[src/rtl/demux_1x2_buf_pkg.sv]
// Shared definitions for the 1-to-2 buffered demultiplexer.
//   - DefaultDataWidth / DefaultDepth: parameter defaults used by the top level.
//   - out_sel_e: decoded meaning of the in_sel input.
package demux_1x2_buf_pkg;

  localparam int unsigned DefaultDataWidth = 32;
  localparam int unsigned DefaultDepth     = 2;

  // in_sel encoding: 0 steers to out0, 1 steers to out1.
  typedef enum logic {
    SelOut0 = 1'b0,
    SelOut1 = 1'b1
  } out_sel_e;

endpackage

[src/rtl/demux_1x2_buf_sync_fifo.sv]
// Synchronous FIFO with registered storage and a combinational head read.
// Ports:
//   clk   - clock, all state updates on the rising edge
//   rst   - synchronous active-high reset; clears pointers, count and storage
//   push  - write wdata this cycle (ignored while full)
//   wdata - word to write
//   full  - count equals DEPTH
//   pop   - discard the head word this cycle (ignored while empty)
//   rdata - head word, read from storage at the read pointer
//   empty - count equals zero
module sync_fifo #(
  parameter int unsigned DATA_WIDTH = 32,
  parameter int unsigned DEPTH      = 2
) (
  input  logic                  clk,
  input  logic                  rst,
  input  logic                  push,
  input  logic [DATA_WIDTH-1:0] wdata,
  output logic                  full,
  input  logic                  pop,
  output logic [DATA_WIDTH-1:0] rdata,
  output logic                  empty
);

  localparam int unsigned PtrW = $clog2(DEPTH);
  localparam int unsigned CntW = PtrW + 1;
  localparam logic [CntW-1:0] DepthCnt = CntW'(DEPTH);

  logic [DATA_WIDTH-1:0] mem_q [DEPTH];
  logic [DATA_WIDTH-1:0] mem_d [DEPTH];
  logic [PtrW-1:0]       wptr_q, wptr_d;
  logic [PtrW-1:0]       rptr_q, rptr_d;
  logic [CntW-1:0]       count_q, count_d;

  logic push_en;
  logic pop_en;

  assign full  = (count_q == DepthCnt);
  assign empty = (count_q == '0);
  assign rdata = mem_q[rptr_q];

  // A full FIFO refuses a push even when it pops in the same cycle.
  assign push_en = push & ~full;
  assign pop_en  = pop & ~empty;

  always_comb begin
    mem_d   = mem_q;
    wptr_d  = wptr_q;
    rptr_d  = rptr_q;
    count_d = count_q;
    if (push_en) begin
      mem_d[wptr_q] = wdata;
      // DEPTH is a power of two, so the pointer wraps naturally.
      wptr_d        = wptr_q + 1'b1;
    end
    if (pop_en) begin
      rptr_d = rptr_q + 1'b1;
    end
    unique case ({push_en, pop_en})
      2'b10:   count_d = count_q + 1'b1;
      2'b01:   count_d = count_q - 1'b1;
      default: count_d = count_q;
    endcase
  end

  always_ff @(posedge clk) begin
    if (rst) begin
      wptr_q  <= '0;
      rptr_q  <= '0;
      count_q <= '0;
      for (int i = 0; i < int'(DEPTH); i++) begin
        mem_q[i] <= '0;
      end
    end else begin
      wptr_q  <= wptr_d;
      rptr_q  <= rptr_d;
      count_q <= count_d;
      mem_q   <= mem_d;
    end
  end

endmodule

[src/rtl/demux_1x2_buf.sv]
// 1-to-2 demultiplexer with a FIFO on each output.
// Ports:
//   clk, rst              - clock and synchronous active-high reset
//   in_data/in_sel        - word and destination (1 -> out1, 0 -> out0)
//   in_valid/in_ready     - input handshake; in_ready reflects only the selected FIFO's fill
//   out0_* / out1_*       - valid/ready output streams, head of FIFO 0 / FIFO 1
module demux_1x2_buf
  import demux_1x2_buf_pkg::*;
#(
  parameter int unsigned DATA_WIDTH = DefaultDataWidth,
  parameter int unsigned DEPTH      = DefaultDepth
) (
  input  logic                  clk,
  input  logic                  rst,
  input  logic [DATA_WIDTH-1:0] in_data,
  input  logic                  in_sel,
  input  logic                  in_valid,
  output logic                  in_ready,
  output logic [DATA_WIDTH-1:0] out0_data,
  output logic                  out0_valid,
  input  logic                  out0_ready,
  output logic [DATA_WIDTH-1:0] out1_data,
  output logic                  out1_valid,
  input  logic                  out1_ready
);

  out_sel_e sel;
  logic     full0, full1;
  logic     empty0, empty1;
  logic     push0, push1;
  logic     accept;

  assign sel = out_sel_e'(in_sel);

  // Readiness depends only on the selected FIFO's registered fill level,
  // never on the downstream ready, so a stall blocks only its own path.
  always_comb begin
    in_ready = 1'b0;
    unique case (sel)
      SelOut0: in_ready = ~full0;
      SelOut1: in_ready = ~full1;
      default: in_ready = 1'b0;
    endcase
  end

  assign accept = in_valid & in_ready;
  assign push0  = accept & (sel == SelOut0);
  assign push1  = accept & (sel == SelOut1);

  assign out0_valid = ~empty0;
  assign out1_valid = ~empty1;

  sync_fifo #(
    .DATA_WIDTH(DATA_WIDTH),
    .DEPTH     (DEPTH)
  ) u_fifo0 (
    .clk  (clk),
    .rst  (rst),
    .push (push0),
    .wdata(in_data),
    .full (full0),
    .pop  (out0_ready),
    .rdata(out0_data),
    .empty(empty0)
  );

  sync_fifo #(
    .DATA_WIDTH(DATA_WIDTH),
    .DEPTH     (DEPTH)
  ) u_fifo1 (
    .clk  (clk),
    .rst  (rst),
    .push (push1),
    .wdata(in_data),
    .full (full1),
    .pop  (out1_ready),
    .rdata(out1_data),
    .empty(empty1)
  );

endmodule

[config.mk]
export PLATFORM = sky130hd
export DESIGN_NAME = demux_1x2_buf
export DESIGN_NICKNAME = d
export VERILOG_FILES = /design/src/rtl/demux_1x2_buf_pkg.sv /design/src/rtl/demux_1x2_buf_sync_fifo.sv /design/src/rtl/demux_1x2_buf.sv
export SDC_FILE = /design/constraint.sdc
export NUM_CORES = 1
export LEC_CHECK = 0
export ABC_AREA = 1
export BUFFER_PORTS_ARGS = -buffer_cell sky130_fd_sc_hd__buf_2
export CORE_MARGIN = 5
export CORE_UTILIZATION = 25
export CTS_CLUSTER_SIZE = 8
export DETAILED_ROUTE_END_ITERATION = 16
export SYNTH_ARGS = -nofsm -noshare
export SYNTH_HDL_FRONTEND = slang
export SYNTH_SLANG_ARGS = --single-unit
[constraint.sdc]
create_clock -name clk -period 1.3 [get_ports clk]
set_input_delay 0.065 -clock clk [delete_from_list [all_inputs] [get_ports clk]]
set_output_delay 0.065 -clock clk [all_outputs]
set_load 0.005 [all_outputs]
## Word-level counts from Yosys, hierarchy flattened

Index checks and enable logic that the tools add are counted.

- Add/sub/neg operators: 8
- Order comparisons: 6
- Eq/ne operators: 6
- Muxes and demuxes: 15
- Bitwise operators: 16
- Reduce and logical (&&, ||, !) cells: 6

Operator list:

| cell | number |
|---|---|
| two-way mux 32 bit | 8 |
| bitwise mux 64 bit | 2 |
| demux 32 bit (select 1 bit) | 2 |
| == test 2 bit (second input constant) | 4 |
| >= comparator 2 bit (second input constant) | 4 |
| inverter 1 -> 2 bit | 4 |
| one-hot mux 2 bit (2 select lines) | 2 |
| bitwise AND 1 bit | 7 |
| inverter 1 bit | 5 |
| adder 1 bit (second input constant) | 4 |
| adder 2 x 1 -> 2 bit (second input constant) | 2 |
| == test 2 x 1 -> 1 bit (second input constant) | 2 |
| logical NOT 2 bit | 2 |
| < comparator 2 x 1 -> 1 bit (second input constant) | 2 |
| nonzero test 2 bit | 2 |
| subtractor 2 x 1 -> 2 bit (second input constant) | 2 |
| logical AND 1 bit | 2 |
| one-hot mux 1 bit (2 select lines) | 1 |

- Register bits: 136
- Input bits: 38
- Output and inout bits: 67
- Word-level logic and storage cells: 67

## Depth between registers and ports, before layout

Gate-level depths: netlist of run 1.

- Depth in word-level cells: 8
- Depth in mapped cells: 10
- Mapped depth without buffers: 10

## Cells and area by module

A second synthesis of run 1 with hierarchy kept.

- Cell total of the unflattened synthesis: 1251
- Area total of the unflattened synthesis: 7608.5 um^2

Modules (own cells, without submodules):

| module | instances | cells each | area each (um^2) | sequential area each (um^2) |
|---|---|---|---|---|
| sync_fifo | 2 | 620 | 3781.1 | 1361.3 |
| demux_1x2_buf | 1 | 11 | 46.3 | 0.0 |

## Worst setup path after synthesis of run 1

Ideal clock, no wire load.

- Path kind: register -> register
- From: reg u_fifo1.count_q[0]
- To: reg u_fifo1.count_q[1]
- Library setup time: 0.115 ns
- Arrival: 1.267 ns
- Required time: 1.185 ns
- Path slack: -0.082 ns
- Stages on the path, launching flop included: 8
- Path buffers: 0
- Clock period less this slack: 1.382 ns
- Path through: dfxtp_1 > inv_2 > nand2_2 > nand3_1 > ha_1 > or2_2 > a21oi_1 > nor2_1

- Cells in the longest elaborated chain, start to end: 8
- Elaborated cells between the ends (all ways): 15
- Classes of those cells: add/sub: 2; eq/ne: 3; mux: 2; bitwise: 6; reduce/logical: 2

Ends and longest elaborated chain:

| item | RTL line | source |
|---|---|---|
| start: declaration | demux_1x2_buf_sync_fifo.sv:33 | `logic [CntW-1:0] count_q, count_d;` |
| start signal: assignment | demux_1x2_buf_sync_fifo.sv:77 | `count_q <= count_d;` |
| == test 2 bit | demux_1x2_buf_sync_fifo.sv:38 | `assign full = (count_q == DepthCnt);` |
| inverter 1 bit | demux_1x2_buf_sync_fifo.sv:43, demux_1x2_buf.sv:41 |  |
| one-hot mux 1 bit (2 select lines) | demux_1x2_buf.sv:39 | `unique case (sel)` |
| bitwise AND 1 bit | demux_1x2_buf.sv:46 | `assign accept = in_valid & in_ready;` |
| bitwise AND 1 bit | demux_1x2_buf.sv:48 | `assign push1 = accept & (sel == SelOut1);` |
| bitwise AND 1 bit | demux_1x2_buf_sync_fifo.sv:43 | `assign push_en = push & ~full;` |
| == test 2 x 1 -> 1 bit or == test 2 bit (tied branches) | demux_1x2_buf_sync_fifo.sv:59 | `unique case ({push_en, pop_en})` |
| one-hot mux 2 bit (2 select lines) or nonzero test 2 bit (tied branches) | n/a |  |

Several ways; a longest one is shown, not always the timed one.
A chain may end at the register's enable or synchronous reset.

## Worst setup path after layout of run 1

- From: reg u_fifo0.rptr_q
- To: out out0_data[8]

- Cells in the longest elaborated chain, start to end: 4

Ends and longest elaborated chain:

| item | RTL line | source |
|---|---|---|
| start: declaration | demux_1x2_buf_sync_fifo.sv:32 | `logic [PtrW-1:0] rptr_q, rptr_d;` |
| start signal: assignment | demux_1x2_buf_sync_fifo.sv:76 | `rptr_q <= rptr_d;` |
| inverter 1 -> 2 bit (not written as such) | demux_1x2_buf_sync_fifo.sv:40 | `assign rdata = mem_q[rptr_q];` |
| two-way mux 32 bit (not written as such) (3 in series) | demux_1x2_buf_sync_fifo.sv:40 |  |
| end: declaration | demux_1x2_buf.sv:19 | `output logic [DATA_WIDTH-1:0] out0_data,` |

Every way passes these cells. The select of a mux whose other input is x is not followed.

==> results of run 1 <==
worst max-delay path: cells and delay by family, from the launching register on:
family,cells,cell delay (ns)
buffers and inverters,3,0.45
DFF,1,0.38
AOI/OAI and AO/OA,1,0.17
Yosys cell counts:
| cell type | n | share of area (%) |
|---|---|---|
| nand3_1 | 4 | 0.32 |
| dfxtp_1 | 136 | 43 |
| nand4_4 | 2 | 0.67 |
| nand2_1 | 329 | 20 |
| clkbuf_1 | 22 | 1.3 |
| nand4_2 | 2 | 0.40 |
| buf_1 | 7 | 0.42 |
| buf_6 | 7 | 1.3 |
| o21ai_0 | 67 | 5.3 |
| buf_4 | 1 | 0.12 |
| a31oi_1 | 1 | 0.099 |
| nor2_1 | 253 | 15 |
| nor2_2 | 9 | 0.89 |
| inv_1 | 136 | 8.1 |
| or2_2 | 1 | 0.099 |
| buf_2 | 17 | 1.3 |
| xor2_1 | 1 | 0.14 |
| ha_1 | 2 | 0.40 |
| nand2_2 | 2 | 0.20 |
| a21oi_1 | 8 | 0.63 |
| inv_2 | 4 | 0.24 |
| buf_8 | 1 | 0.24 |
worst max path at each step:
stage	start	end	slack (ns)	cells after the start
after floorplan	u_fifo1.count_q[1]	u_fifo1.count_q[1]	0.003	9
after global placement	u_fifo0.count_q[0]	u_fifo0.count_q[1]	0.01	9
after detailed placement	u_fifo1.count_q[1]	u_fifo1.count_q[1]	-0.02	9
after CTS	u_fifo0.rptr_q	out0_data[30]	-0.20	4
after global routing	u_fifo1.rptr_q	out1_data[4]	-0.25	5
final	u_fifo0.rptr_q	out0_data[8]	-0.20	4
metrics by stage:
stage	std cells	instance area, um2	utilization (%)	hold slack (ns)
after global placement	1428	7390	29.5	0.337
after detailed placement	1428	7390	29.5	0.334
final	1542	10200	40.8	0.00905
after global routing	1541	10200	40.7	0.0189
after CTS	1508	8980	35.9	0.00621
after floorplan	1012	6330	-	0.130
metal layers:
metal  track usage (%)  vias up  share of wire (%)
li1                  -     3355                  -
met1              17.4     2955                 45
met2              24.2      150                 49
met3              3.41       17                5.3
met4              3.67        0                1.4
met5                 0        -                  0
power by group through the flow:
stage               Clock (mW)  Combinational (mW)  Sequential (mW)
floorplan                    0                1.47             4.73
global placement             0                2.47             4.74
detailed placement           0                2.51             4.75
CTS                       4.47                3.72             4.70
global route              4.69                5.09             4.76
finish                    4.34                4.72             4.73
logic make-up after synthesis:
kind of cell             Yosys count  synth area share (%)
buffers and inverters            195                  13.0
flip-flops                       136                  43.2
AO/OA/AOI/OAI                     76                  6.05
XOR/XNOR                           1                 0.139
adder cells (fa/ha/maj)            2                 0.397
AND/OR/NAND/NOR                  602                  37.2
what timing repair did:
action                     in CTS  in global routing
gates resized for setup       172                191
hold buffers                   33                  0
setup buffers                   9                 17
pin swaps                      24                 42
setup endpoints to repair      66                134
gates cloned                   10                 20
hold endpoints to repair      131                  0
state kept, by name, indices dropped and copies added (netlist names):
signal / flops
u_fifo0.mem_q: 64
u_fifo1.mem_q: 64
u_fifo0.count_q: 2
u_fifo1.count_q: 2
u_fifo0.rptr_q: 1
u_fifo0.wptr_q: 1
u_fifo1.rptr_q: 1
u_fifo1.wptr_q: 1
final cells by class:
cell class / instances / area, um2
sequential: 136 / 2740
tap: 330 / 413
antenna: 1 / 2.50
fill: 2537 / 14800
inverter: 140 / 531
multi-input combinational: 681 / 3680
timing repair buffer: 224 / 2330
clock buffer: 21 / 460
clock inverter: 9 / 53.8
==> metrics.md, run 1 <==
| Metric | Value |
|---|---|
| Vias | `6477` |
| Post-Route WL | `23400 um` |
| Gate power share | `34.2%` |
| Vias in the first global route | `5871` |
| Layout cells sized above 1 | `36.1%` |
| DRT antenna net count | `0` |
| Largest fanout on the critical path | `12` |
| Clk pwr share | `31.5%` |
| Global-route wire length before repair | `31300 um` |
| RSZ-0062 raised after global routing | `true` |
| DP Worst Slack | `-0.0231 ns` |
| CTS H-tree lvls | `4` |
| Die Ht | `169 um` |
| Failing checks | `negative setup slack` |
| Nets | `1240` |
| R2R Setup Slk | `-0.07 ns` |
| Die W | `169 um` |
| Period utilisation layout | `115%` |
| Sw power | `4.49 mW` |
| Setup WS post-layout | `-0.195 ns` |
| Hold Path End | `u_fifo0.rptr_q` |
| Total negative slack | `-9.46 ns` |
| IO Port Bufs | `104` |
| Grt ovf | `0` |
| Sequential area share after synthesis | `43.2%` |
| Flop pwr share | `34.3%` |
| Antenna violations before repair | `0` |
| Yosys reg bits | `136` |
| GRT Total Usage | `14.0%` |
| Sw frac | `32.6%` |
| Syn_area_per_cell | `6.23 um2` |
| CTS root buffer | `clkbuf_16` |
| Cells along the critical path | `buf_12, buf_16, o21ai_2, buf_2` |
| Rel. slew slack | `75.0%` |
| PD cells | `1350 nW/um2` |
| Clock tree buffer depth | `2` |
| DR iter-0 viols | `330` |
| Largest net degree at the start of global routing | `69` |
| Critical Path RT | `1.24 ns` |
| Pleak | `5.24 nW` |
| Synth cell types | `22` |
| Synthesized area | `6310 um2` |
| Worst hold-check path type | `input pin to register` |
| TritonCTS buffer count | `17` |
| Power Internal | `9.29 mW` |
| WP data arrival | `1.43 ns` |
| Final setup viols | `105` |
| DR pass1 iterations | `4` |
| Clk pin slew, worst setup/hold paths | `0.06 ns` |
| Worst-Skew Late Latency | `0.42 ns` |
| Vias per inst | `4.20` |
| VDD IR max | `0.000817 V` |
| IO Count | `105` |
| Fin. Hold Viols | `0` |
| Crit. End Element | `primary output` |
| Max-slew violations | `0` |
| Type of origin of the critical path | `register` |
| Clock skew | `0.0102 ns` |
| # rows | `58` |
| Total power draw | `13.8 mW` |
| Status | `complete, but fails checks` |
| Slew of the pin with the lowest slew margin | `0.374 ns` |
| Worst r2r src | `u_fifo0.count_q[0]` |
| Hold Path Depth | `4` |
| Core Box Area | `25000 um2` |
| Wire length per cell | `15.2 um` |
| Most common cell after layout, fill and taps aside | `nor2_1` |
| Die ar. | `28500 um2` |
| Crit Path Class | `register to primary output` |
| Fin crit period | `1.50 ns` |
| R2R Path End | `u_fifo0.mem_q[40]` |
| Starting density of the core | `25.2%` |
| Cells on worst reg2reg path | `9` |
| Post-DP HPWL | `11400 um` |
| Ys Warns | `0` |
| DR DRC count | `0` |
| Post-Synthesis Cells | `1012` |
| Max_cap viols | `0` |
| Layout area overhead | `61.8%` |
| Fmax | `669 MHz` |
| Clk sinks | `136` |
| Routability cong. | `0.764` |
| Most frequent cells in the layout | `nor2_1, nand2_1, inv_1` |
| Hold path startpoint | `out0_ready` |
| Peak per-stage delay on the critical path | `0.38 ns` |
| CP max-delay cell | `dfxtp_4` |
| Synthesized Nets | `1052` |
| CTS tree | `built` |
No activity file was read; power rests on OpenSTA's default activity.
==> run 2: changes to the inputs <==
--- a/config.mk
+++ b/config.mk
@@ -11,6 +11,7 @@
 export CORE_UTILIZATION = 25
 export CTS_CLUSTER_SIZE = 8
 export DETAILED_ROUTE_END_ITERATION = 16
+export PLACE_DENSITY = 0.53
 export SYNTH_ARGS = -nofsm -noshare
 export SYNTH_HDL_FRONTEND = slang
 export SYNTH_SLANG_ARGS = --single-unit
==> run 2 against run 1 <==
Register-to-register slack worse by 0.09 ns. Combinational power shrank 7.2%. Final cell count is the same. Die area did not move. Global-route usage is 0.12 points lower. Sequential share of layout area hardly changed. Critical path type unchanged. Flip-flop and latch count unchanged. First-iteration DRC count up 1.5%. The flow still finishes with violations (negative setup slack). Worst setup slack gained 0.019 ns. Via count down 0.45%. Largest cell class unchanged.
==> metrics.md, run 2 (synthesis gave the netlist of run 1 again) <==
| Metric | Value |
|---|---|
| Max-slew violations | `0 (unchanged)` |
| WP data arrival | `1.41 ns (-0.02 ns)` |
| Clk sinks | `136 (unchanged)` |
| CP max-delay cell | `dfxtp_4` |
| Starting density of the core | `25.2% (unchanged)` |
| CTS root buffer | `clkbuf_16` |
| DRT antenna net count | `0 (unchanged)` |
| Critical Path RT | `1.24 ns (about the same)` |
| Worst Setup SP | `u_fifo0.rptr_q` |
| Hold path startpoint | `in_valid` |
| Total power draw | `14.2 mW (+2.8%)` |
| GRT Total Usage | `13.8% (-0.12 points)` |
| Setup WS post-layout | `-0.176 ns (+0.0189 ns)` |
| Vias per inst | `4.18 (-0.45%)` |
| Die W | `169 um (unchanged)` |
| Clock tree buffer depth | `2 (unchanged)` |
| DR iter-0 viols | `335 (+1.5%)` |
| Regs by FF count | `u_fifo0.mem_q x64, u_fifo1.mem_q x64` |
| Layout area overhead | `61.9% (about the same)` |
| Post-DP HPWL | `11600 um (+1.7%)` |
| IO Count | `105 (unchanged)` |
| Failing checks | `negative setup slack` |
| Rel. slew slack | `77.8% (+2.7 points)` |
| Slew of the pin with the lowest slew margin | `0.333 ns (-0.0410 ns)` |
| Grt ovf | `0 (unchanged)` |
| Nets | `1239 (-0.081%)` |
| Largest fanout on the critical path | `5 (-7)` |
| IO Port Bufs | `104 (unchanged)` |
| Period utilisation layout | `114% (-1.5 points)` |
| Most frequent cells in the layout | `nand2_1, nor2_1, inv_1` |
| Final setup viols | `125 (+19%)` |
| VDD IR max | `0.000665 V (-19%)` |
| Worst r2r src | `u_fifo0.count_q[0]` |
| # rows | `58 (unchanged)` |
| DR pass1 iterations | `5 (+1)` |
| Die Ht | `169 um (unchanged)` |
| Clock skew | `0.00955 ns (-0.000627 ns)` |
| Worst hold-check path type | `input pin to register` |
| Routability cong. | `0.749 (-1.9%)` |
| Global-route wire length before repair | `31000 um (-0.68%)` |
| Fmax | `677 MHz (+1.3%)` |
| Max_cap viols | `0 (unchanged)` |
| Largest net degree at the start of global routing | `38 (-45%)` |
| Status | `complete, but fails checks` |
| Layout cells sized above 1 | `33.9% (-2.2 points)` |
| CTS H-tree lvls | `4 (unchanged)` |
| Vias in the first global route | `5826 (-0.77%)` |
| Fin. Hold Viols | `0 (unchanged)` |
| Type of origin of the critical path | `register` |
| RSZ-0062 raised after global routing | `true` |
| Pleak | `5.13 nW (-2.0%)` |
| TritonCTS buffer count | `17 (unchanged)` |
| DR DRC count | `0 (unchanged)` |
| Worst-Skew Late Latency | `0.42 ns (about the same)` |
| Die ar. | `28500 um2 (unchanged)` |
| Crit Path Class | `register to primary output` |
| Ant diodes | `0 (-1)` |
| Final core occ | `40.8% (about the same)` |
| Cells along the critical path | `buf_4, clkbuf_16, o21ai_4, buf_2` |
| Vias | `6448 (-0.45%)` |
| Crit. End Element | `primary output` |
| Wire length per cell | `14.4 um (-5.4%)` |
| Fin crit period | `1.48 ns (-0.0189 ns)` |
| Core Box Area | `25000 um2 (unchanged)` |
| Most common cell after layout, fill and taps aside | `nand2_1` |
| PD cells | `1390 nW/um2 (+2.8%)` |
| CTS tree | `built` |
| Peak per-stage delay on the critical path | `0.38 ns (about the same)` |
| Antenna violations before repair | `0 (unchanged)` |
| Clk pin slew, worst setup/hold paths | `0.06 ns (about the same)` |
| Post-Route WL | `22100 um (-5.4%)` |
[run 2: cell types whose count changed in the layout (fill, tap and decap cells not counted), sizes merged]
cell	change
bufinv	+3
clkbuf	-3
dlygate4sd3	+2
clkinvlp	-1
diode	-1
[run 2: routing by layer]
| metal | up-vias | share of wire [%] | GRT usage (%) |
|---|---|---|---|
| met5 | - | 0 | 0 |
| met4 | 0 | 0.76 | 3.71 |
| met3 | 11 | 4.4 | 3.53 |
| met2 | 112 | 46 | 23.4 |
| met1 | 2972 | 48 | 17.6 |
| li1 | 3353 | - | - |
[run 2: what timing repair did]
item                       in CTS  in global routing
resized for setup             158                175
pin swaps                      25                 43
gates cloned                    9                 15
buffers inserted               16                 12
hold endpoints to repair      133                  0
hold buffers                   35                  0
setup endpoints to repair      68                135
[run 2: power breakdown]
group	internal [mW]	total [mW]	switching, mW
Clock	3.12	5.05	1.93
Combinational	2.13	4.38	2.26
Sequential	4.53	4.74	0.204
Total	9.78	14.2	4.39
[run 2: critical path: cells and delay by family, from the launching register on]
family	cells	cell delay, ns
compound gates	1	0.14
flops	1	0.38
buf+inv	3	0.47
[run 2: stage by stage]
stage | hold slack, ns | cells | setup WS [ns] | instance area [um2] | TNS [ns]
floorplan | 0.130 | 1012 | 0.00300 | 6330 | 0
global placement | 0.338 | 1428 | -0.0214 | 7430 | -0.0214
detailed placement | 0.333 | 1428 | -0.0262 | 7430 | -0.0463
CTS | 0.136 | 1517 | -0.214 | 9160 | -11.21
global route | 0.180 | 1542 | -0.245 | 10200 | -22.53
finish | 0.139 | 1542 | -0.176 | 10200 | -13.34
[run 2: layout make-up]
type | count | area (um2)
timing repair buffer | 223 | 2290
clock inverter | 11 | 148
multi-input combinational | 681 | 3630
sequential | 136 | 2740
fill | 2613 | 14800
inverter | 140 | 531
clock buffer | 21 | 460
tap | 330 | 413
[run 2: path summary, 6_finish.rpt]
kind / endpoint / slack [ns] / cells after the start
setup reg to reg: u_fifo0.mem_q[28] / -0.16 / 10
hold / removal: u_fifo1.wptr_q / 0.14 / 4
hold reg to reg: u_fifo0.mem_q[24] / 0.51 / 4
setup / recovery: out0_data[2] / -0.18 / 4
